===== config.mk =====
export PLATFORM = sky130hd
export DESIGN_NAME = rvv_fifo_rd_serializer
export DESIGN_NICKNAME = d
export VERILOG_FILES = /design/src/rtl/rvv_fifo_rd_serializer.sv
export SDC_FILE = /design/constraint.sdc
export NUM_CORES = 1
export LEC_CHECK = 0
export CORE_UTILIZATION = 43
export DETAILED_ROUTE_END_ITERATION = 7
export PLACE_DENSITY = 0.82
export SLEW_MARGIN = 25
export SYNTH_ARGS = -nofsm -noshare
export SYNTH_HDL_FRONTEND = slang
export SYNTH_SLANG_ARGS = --single-unit

===== constraint.sdc =====
create_clock -name clk -period 1.45 [get_ports clk]
set_input_delay 0.29 -clock clk [delete_from_list [all_inputs] [get_ports clk]]
set_output_delay 0.29 -clock clk [all_outputs]
set_load 0.02 [all_outputs]

===== src/rtl/rvv_fifo_rd_serializer.sv =====
// Read-side drain for the RVV open FIFO: pops one DWIDTH entry and streams it LSB-first as OWIDTH beats.
// Optional stall counter enabled by defining RVV_FIFO_RD_SER_STALL_CNT_EN.
module rvv_fifo_rd_serializer #(
  parameter int DWIDTH = 32,
  parameter int OWIDTH = 8
) (
  input  logic              clk,
  input  logic              rst,
  input  logic              fifo_empty,
  input  logic [DWIDTH-1:0] fifo_data,
  output logic              fifo_pop,
  output logic              out_valid,
  input  logic              out_ready,
  output logic [OWIDTH-1:0] out_data,
  output logic              out_last,
  output logic              busy
`ifdef RVV_FIFO_RD_SER_STALL_CNT_EN
  ,
  input  logic              stall_cnt_clr,
  output logic [15:0]       stall_cnt
`endif
);

  localparam int RATIO  = DWIDTH / OWIDTH;
  localparam int CWIDTH = (RATIO > 1) ? $clog2(RATIO) : 1;
  localparam logic [CWIDTH-1:0] LAST_BEAT = CWIDTH'(RATIO - 1);
  localparam logic IDLE   = 1'b0;
  localparam logic STREAM = 1'b1;

  if ((DWIDTH % OWIDTH) != 0 || RATIO < 1) begin : g_bad_ratio
    $error("rvv_fifo_rd_serializer: DWIDTH must be a positive multiple of OWIDTH");
  end

  logic              hold_valid;
  logic [DWIDTH-1:0] shift_q;
  logic [DWIDTH-1:0] shift_nxt;
  logic [CWIDTH-1:0] beat_cnt;
  logic              accept;
  logic              done;

  // With a single beat per entry every accept is also done, so no shift path is needed.
  if (RATIO > 1) begin : g_shift
    assign shift_nxt = {{OWIDTH{1'b0}}, shift_q[DWIDTH-1:OWIDTH]};
  end else begin : g_noshift
    assign shift_nxt = '0;
  end

  assign out_valid = hold_valid;
  assign busy      = hold_valid;
  assign out_data  = shift_q[OWIDTH-1:0];
  assign out_last  = (hold_valid == STREAM) && (beat_cnt == LAST_BEAT);
  assign accept    = hold_valid & out_ready;
  assign done      = accept & out_last;
  // Refill in the same cycle the last beat leaves, so entries stream without a bubble.
  assign fifo_pop  = ~rst & ~fifo_empty & ((hold_valid == IDLE) | done);

  always_ff @(posedge clk) begin
    if (rst) begin
      hold_valid <= IDLE;
      beat_cnt   <= '0;
      shift_q    <= '0;
    end else if (fifo_pop) begin
      hold_valid <= STREAM;
      beat_cnt   <= '0;
      shift_q    <= fifo_data;
    end else if (done) begin
      hold_valid <= IDLE;
      beat_cnt   <= '0;
    end else if (accept) begin
      shift_q    <= shift_nxt;
      beat_cnt   <= beat_cnt + CWIDTH'(1);
    end
  end

`ifdef RVV_FIFO_RD_SER_STALL_CNT_EN
  always_ff @(posedge clk) begin
    if (rst || stall_cnt_clr) begin
      stall_cnt <= '0;
    end else if (out_valid && !out_ready && stall_cnt != 16'hFFFF) begin
      stall_cnt <= stall_cnt + 16'd1;
    end
  end
`endif

endmodule

==> results of run 1 <==
## through the flow
stage	hold slack, ns	worst slack (ns)	std cells	area, sq um	utilization
after floorplan	0.3819	0.02088	201	1717	-
after global routing	0.5095	-0.2207	299	2556	0.6828
after global placement	0.4675	-0.4664	284	2205	0.5889
after CTS	0.4849	-0.1268	296	2445	0.6531
final	0.4881	-0.1699	299	2556	0.6828
after detailed placement	0.4763	-0.4834	284	2205	0.5889
## worst max-delay path, delay by kind of cell (launching register included)
| family | cells | cell delay [ns] |
|---|---|---|
| buffers and inverters | 3 | 0.39 |
| AND/OR/NAND/NOR | 2 | 0.37 |
| flip-flops | 1 | 0.34 |
| AO/OA/AOI/OAI | 1 | 0.26 |
| adder cells (fa/ha/maj) | 1 | 0.17 |
## synthesized netlist by cell type (2+ instances only)
cell type,instances,share of area
a21oi_1,10,0.029
a311oi_1,21,0.11
a311oi_2,3,0.026
buf_2,7,0.020
buf_4,13,0.057
buf_6,4,0.026
clkbuf_1,3,0.0066
dfxtp_1,35,0.41
nand2_1,49,0.11
nand3_1,8,0.023
nor3_1,24,0.070
nor3_2,2,0.012
o211ai_1,8,0.035
## power breakdown
group / switching [W] / internal (W)
combinational: 0.000240 / 0.000251
clock: 0.000335 / 0.000320
sequential: 0.0000366 / 0.00102
total: 0.000612 / 0.00159
## worst paths after layout
| path | startpoint | end | slack, ns | cells after the start |
|---|---|---|---|---|
| worst max register to register | beat_cnt[1] | shift_q[16] | -0.17 | 7 |
| worst min-delay path | shift_q[7] | shift_q[7] | 0.49 | 2 |
| worst min register to register | shift_q[7] | shift_q[7] | 0.49 | 2 |
| worst max-delay path | beat_cnt[1] | shift_q[16] | -0.17 | 7 |
## cells by family (layout without fill, tap and decap cells)
logic type,after synthesis,in the layout,share of synthesized area
compound gates,44,44,0.2099
buf+inv,30,80,0.1232
mux,1,1,0.005831
flops,35,35,0.4082
fa+ha+maj,1,1,0.007287
simple gates,90,90,0.2456
## area by class of cell
| class | count | area [sq um] |
|---|---|---|
| Fill cell | 284 | 1187 |
| Sequential cell | 35 | 703.2 |
| Multi-Input combinational cell | 136 | 953.4 |
| Tap cell | 48 | 60.06 |
| Timing Repair Buffer | 73 | 763.2 |
| Clock buffer | 6 | 72.57 |
| Inverter | 1 | 3.754 |
## repair_timing
item | CTS | global route
gates resized for setup | 50 | 22
setup buffers | 2 | 2
setup endpoints to repair | 45 | 35
gates cloned | 4 | 3
pin swaps | 30 | 18
## metal layers
metal,vias up,track usage,share of wire
li1,822,-,-
met1,827,0.2859,0.42
met2,73,0.4021,0.50
met5,-,0,0
met4,0,0.1168,0.033
met3,20,0.06944,0.052
## state kept, by name, summed over array words and instances, names as in the netlist
name,count
shift_q,32
beat_cnt,2
busy,1
==> metrics.csv, run 1 <==
stage;metric;value;unit
status;status;finished with violations;
status;violations;setup timing;
clocking;htree_levels;2;
placed_design;gp_congestion;0.7458;
timing;fmax;617.3;MHz
floorplanning;initial_utilization;0.4586;
worst_setup_path;crit_fanout;7;
cells_and_area;final_cell_mix;nand2_1 (39), clkdlybuf4s50_1 (34), dfxtp_1 (33);
clocking;clock_path_buffers;2;
min_path;hold_class;reg -> reg;
timing;period_needed;1.620;ns
worst_setup_path;crit_path_frequent_cell;buf_6;
floorplanning;die-width;65.19;microns
pwr;ir_drop;0.0005815;V
placed_design;dpl.hpwl;2.698;mm
timing;setup_viol;34;
placed_design;portBuffers;47;
grt;grt_usage;0.2428;
clocking;cts_hold_buffers;0;
detailed_routing;drt-initial-drc-count;131;
logic_synthesis;netlist_area;1717;sq um
timing;clock_skew;0.001666;ns
worst_setup_path;worstSetupPathType;reg -> reg;
grt;grt_pass1_vias;1691;
timing;setup_slack;-0.1699;ns
pwr;power_density;862.1;nW/um^2
pwr;power.leakage;0.9449;nW
detailed_routing;vias;1742;
clocking;cts_buffers;5;
clocking;insertion_delay;0.29;ns
logic_synthesis;ys_types;27;
clocking;cts-root-buf;clkbuf_8;
grt;antenna_found_initial;0;
worst_setup_path;worstPathRequired;1.65;ns
logic_synthesis;ys_seq_area_frac;0.4082;
clocking;cts_sinks;35;
logic_synthesis;syn_area_per_cell;8.541;sq um
detailed_routing;ant_nets;0;
cells_and_area;nets;289;
floorplanning;core-area;3744;sq um
clocking;cts_tree;done;
floorplanning;dieArea;4249;sq um
floorplanning;rows;22;
grt;overflow;0;
cells_and_area;layout_commonest_cell;nand2_1;
detailed_routing;drt-wirelength-per-cell;17.07;microns
floorplanning;io_pins;48;
worst_setup_path;crit_path_top_delay_cell;dfxtp_2;
cells_and_area;drive_gt1_frac;0.2869;
worst_setup_path;cp_slowest_stage_delay;0.34;ns
detailed_routing;drc;0;
timing;finalHoldViolations;0;
worst_setup_path;end_kind;flop;
logic_synthesis;synth_ff_type;dfxtp_1;
detailed_routing;viasPerCell;5.826;
logic_synthesis;synthCells;201;
timing;drv_slew;0;
worst_setup_path;path_cells;ha_4, buf_6, buf_6, and3b_2, buf_4, nand2_1, a311oi_2;
floorplanning;die_h;65.19;microns
logic_synthesis;ys_warn_count;0;
timing;max_slew_margin;0.6993;
timing;finalCritPeriodShare;1.117;
worst_setup_path;startpoint_type;flop;
timing;fin_tns_setup;-3.161;ns
logic_synthesis;synth.net_count;238;
clocking;clk_pin_slew_worst_paths;0.06;ns
logic_synthesis;synth-edff-count;0;
cells_and_area;area_delta_synth_final;48.91;%
logic_synthesis;synth-seq-cells;35;
pwr;p_total;0.002204;W
detailed_routing;routed_wl;5.105;mm
cells_and_area;antenna_cells;0;
logic_synthesis;ys_async_sr_fraction;0;
grt;grt_pass1_wl;7.803;mm
flow_run;cap_viol_max_count;0;
detailed_routing;first_pass_iters;4;
grt;grt_max_degree;36;
timing;rsz0062_at_grt;yes;
worst_setup_path;cp.arrival;1.82;ns
timing;worst_pin_slew;0.4510;ns
Power figures use the tool's default switching activity.
==> run 2, diff against run 1 <==
==> constraint.sdc (replaced) <==
create_clock -name clk -period 1.45 [get_ports clk]
set_input_delay 0.2175 -clock clk [delete_from_list [all_inputs] [get_ports clk]]
set_output_delay 0.2175 -clock clk [all_outputs]
set_load 0.02 [all_outputs]
==> run 2 against run 1 <==
The flow now finishes without violations. Final cell count fell by 2.0%. Global-route usage fell by 3.6 points. First-iteration DRC count shrank 6.9%. Largest cell class unchanged. Largest power group unchanged. Highest routed layer unchanged.
==> metrics.csv, run 2 (synthesis results as in run 1) <==
stage;metric;value;unit
floorplanning;initial_utilization;0.4586;
clocking;cts_buffers;5;
placed_design;gp_congestion;0.7739;
cells_and_area;area_delta_synth_final;43.88;%
timing;period_needed;1.450;ns
grt;grt_pass1_wl;6.824;mm
timing;setup_viol;0;
cells_and_area;nets;281;
floorplanning;core-area;3744;sq um
detailed_routing;ant_nets;0;
worst_setup_path;crit_path_top_delay_cell;dfxtp_2;
worst_setup_path;cp.arrival;1.23;ns
clocking;cts_tree;done;
placed_design;place_area;2202;sq um
floorplanning;die_h;65.19;microns
timing;max_slew_margin;0.7232;
pwr;ir_drop;0.0006906;V
timing;clock_skew;0.003588;ns
detailed_routing;drt-initial-drc-count;122;
cells_and_area;design_area;2470;sq um
clocking;clock_path_buffers;2;
worst_setup_path;path_cells;ha_4, a21bo_4, nand2_4, inv_2, buf_6;
worst_setup_path;startpoint_type;flop;
cells_and_area;drive_gt1_frac;0.2122;
pwr;p_total;0.002273;W
detailed_routing;vias;1687;
cells_and_area;fin_util;0.6598;
floorplanning;rows;22;
floorplanning;dieArea;4249;sq um
cells_and_area;largest_register;shift_q;
clocking;cts_setup_buffers;0;
placed_design;portBuffers;47;
worst_setup_path;cp_slowest_stage_delay;0.34;ns
worst_setup_path;end_kind;output pin;
grt;grt_pass1_vias;1562;
flow_run;cap_viol_max_count;0;
detailed_routing;routed_wl;4.382;mm
worst_setup_path;crit_fanout;6;
timing;finalCritPeriodShare;0.9998;
cells_and_area;fillerInstances;314;
timing;fin_hold_ws;0.3396;ns
clocking;cts_sinks;35;
clocking;htree_levels;2;
pwr;power_density;920.2;nW/um^2
placed_design;dpl.hpwl;2.522;mm
worst_setup_path;crit_family;flip-flops;
cells_and_area;layout_commonest_cell;nand2_1;
grt;overflow;0;
pwr;power.leakage;0.9848;nW
grt;grt_usage;0.2073;
worst_setup_path;worstPathRequired;1.23;ns
detailed_routing;drt-wirelength-per-cell;14.96;microns
detailed_routing;drc;0;
detailed_routing;viasPerCell;5.758;
floorplanning;die-width;65.19;microns
clocking;insertion_delay;0.28;ns
timing;finalHoldViolations;0;
status;status;complete, no violations;
timing;fmax;689.8;MHz
floorplanning;io_pins;48;
worst_setup_path;cp.buffers_inverters;2;
grt;grt_max_degree;36;
clocking;cts-root-buf;clkbuf_8;
timing;rsz0062_at_grt;yes;
cells_and_area;antenna_cells;0;
grt;antenna_found_initial;0;
clocking;cts_hold_buffers;0;
min_path;hold_class;in -> reg;
clocking;clk_pin_slew_worst_paths;0.07;ns
timing;fin_tns_setup;0;ns
cells_and_area;largest_reg_flops;32;
cells_and_area;final_cell_mix;nand2_1 (48), dfxtp_1 (33), clkdlybuf4s50_1 (32);
worst_setup_path;worstSetupPathType;reg -> out;
timing;worst_pin_slew;0.4152;ns
detailed_routing;first_pass_iters;4;
timing;drv_slew;0;
## run 2: what timing repair did
| item | 4_1_cts | 5_1_grt |
|---|---|---|
| gates resized for setup | 15 | 26 |
| pin swaps | 0 | 6 |
| cloned | 0 | 3 |
| hold endpoints to repair | 0 | 0 |
| endpoints found under the setup margin | 20 | 27 |
## run 2: power breakdown
part / switching, W / internal, W / total, W
combinational: 0.000219 / 0.000238 / 0.000456
clock: 0.000332 / 0.000433 / 0.000765
sequential: 0.0000307 / 0.00102 / 0.00105
## run 2: layout make-up
| class | instances | area, sq um | area share |
|---|---|---|---|
| multi-input cells | 136 | 880.8 | 0.3566 |
| repair buffers | 65 | 721.9 | 0.2923 |
| flip-flops and latches | 35 | 703.2 | 0.2847 |
| clock buffers | 8 | 100.1 | 0.04053 |
| well taps | 48 | 60.06 | 0.02432 |
| inverters | 1 | 3.754 | 0.001520 |
## run 2: path summary, 6_finish.rpt
check / startpoint / slack, ns / depth (start not counted) / end
max: beat_cnt[1] / 0.0003 / 5 / fifo_pop
min: fifo_empty / 0.34 / 3 / busy
max reg2reg: beat_cnt[1] / 0.01 / 5 / shift_q[18]
min reg2reg: shift_q[14] / 0.48 / 2 / shift_q[6]
## run 2: through the flow
stage                     cells  setup WS, ns
after detailed placement    282       -0.3186
after global placement      282       -0.3222
after CTS                   290      -0.01928
final                       293     0.0002806
after global routing        293      -0.04199
after floorplan             201       0.06833
## run 2: routing by layer
metal	vias up	track usage	wire (microns)	share of wire
met5	-	0	0	0
li1	805	-	-	-
met1	808	0.2476	1925	0.44
met4	0	0.07065	50	0.011
met2	65	0.3582	2139	0.49
met3	9	0.05208	266	0.061
## run 2: worst min-delay path, stage by stage
cell and delay [ns]:
dlymetal6s2s_1 0.15, buf_4 0.15, a21oi_1 0.06
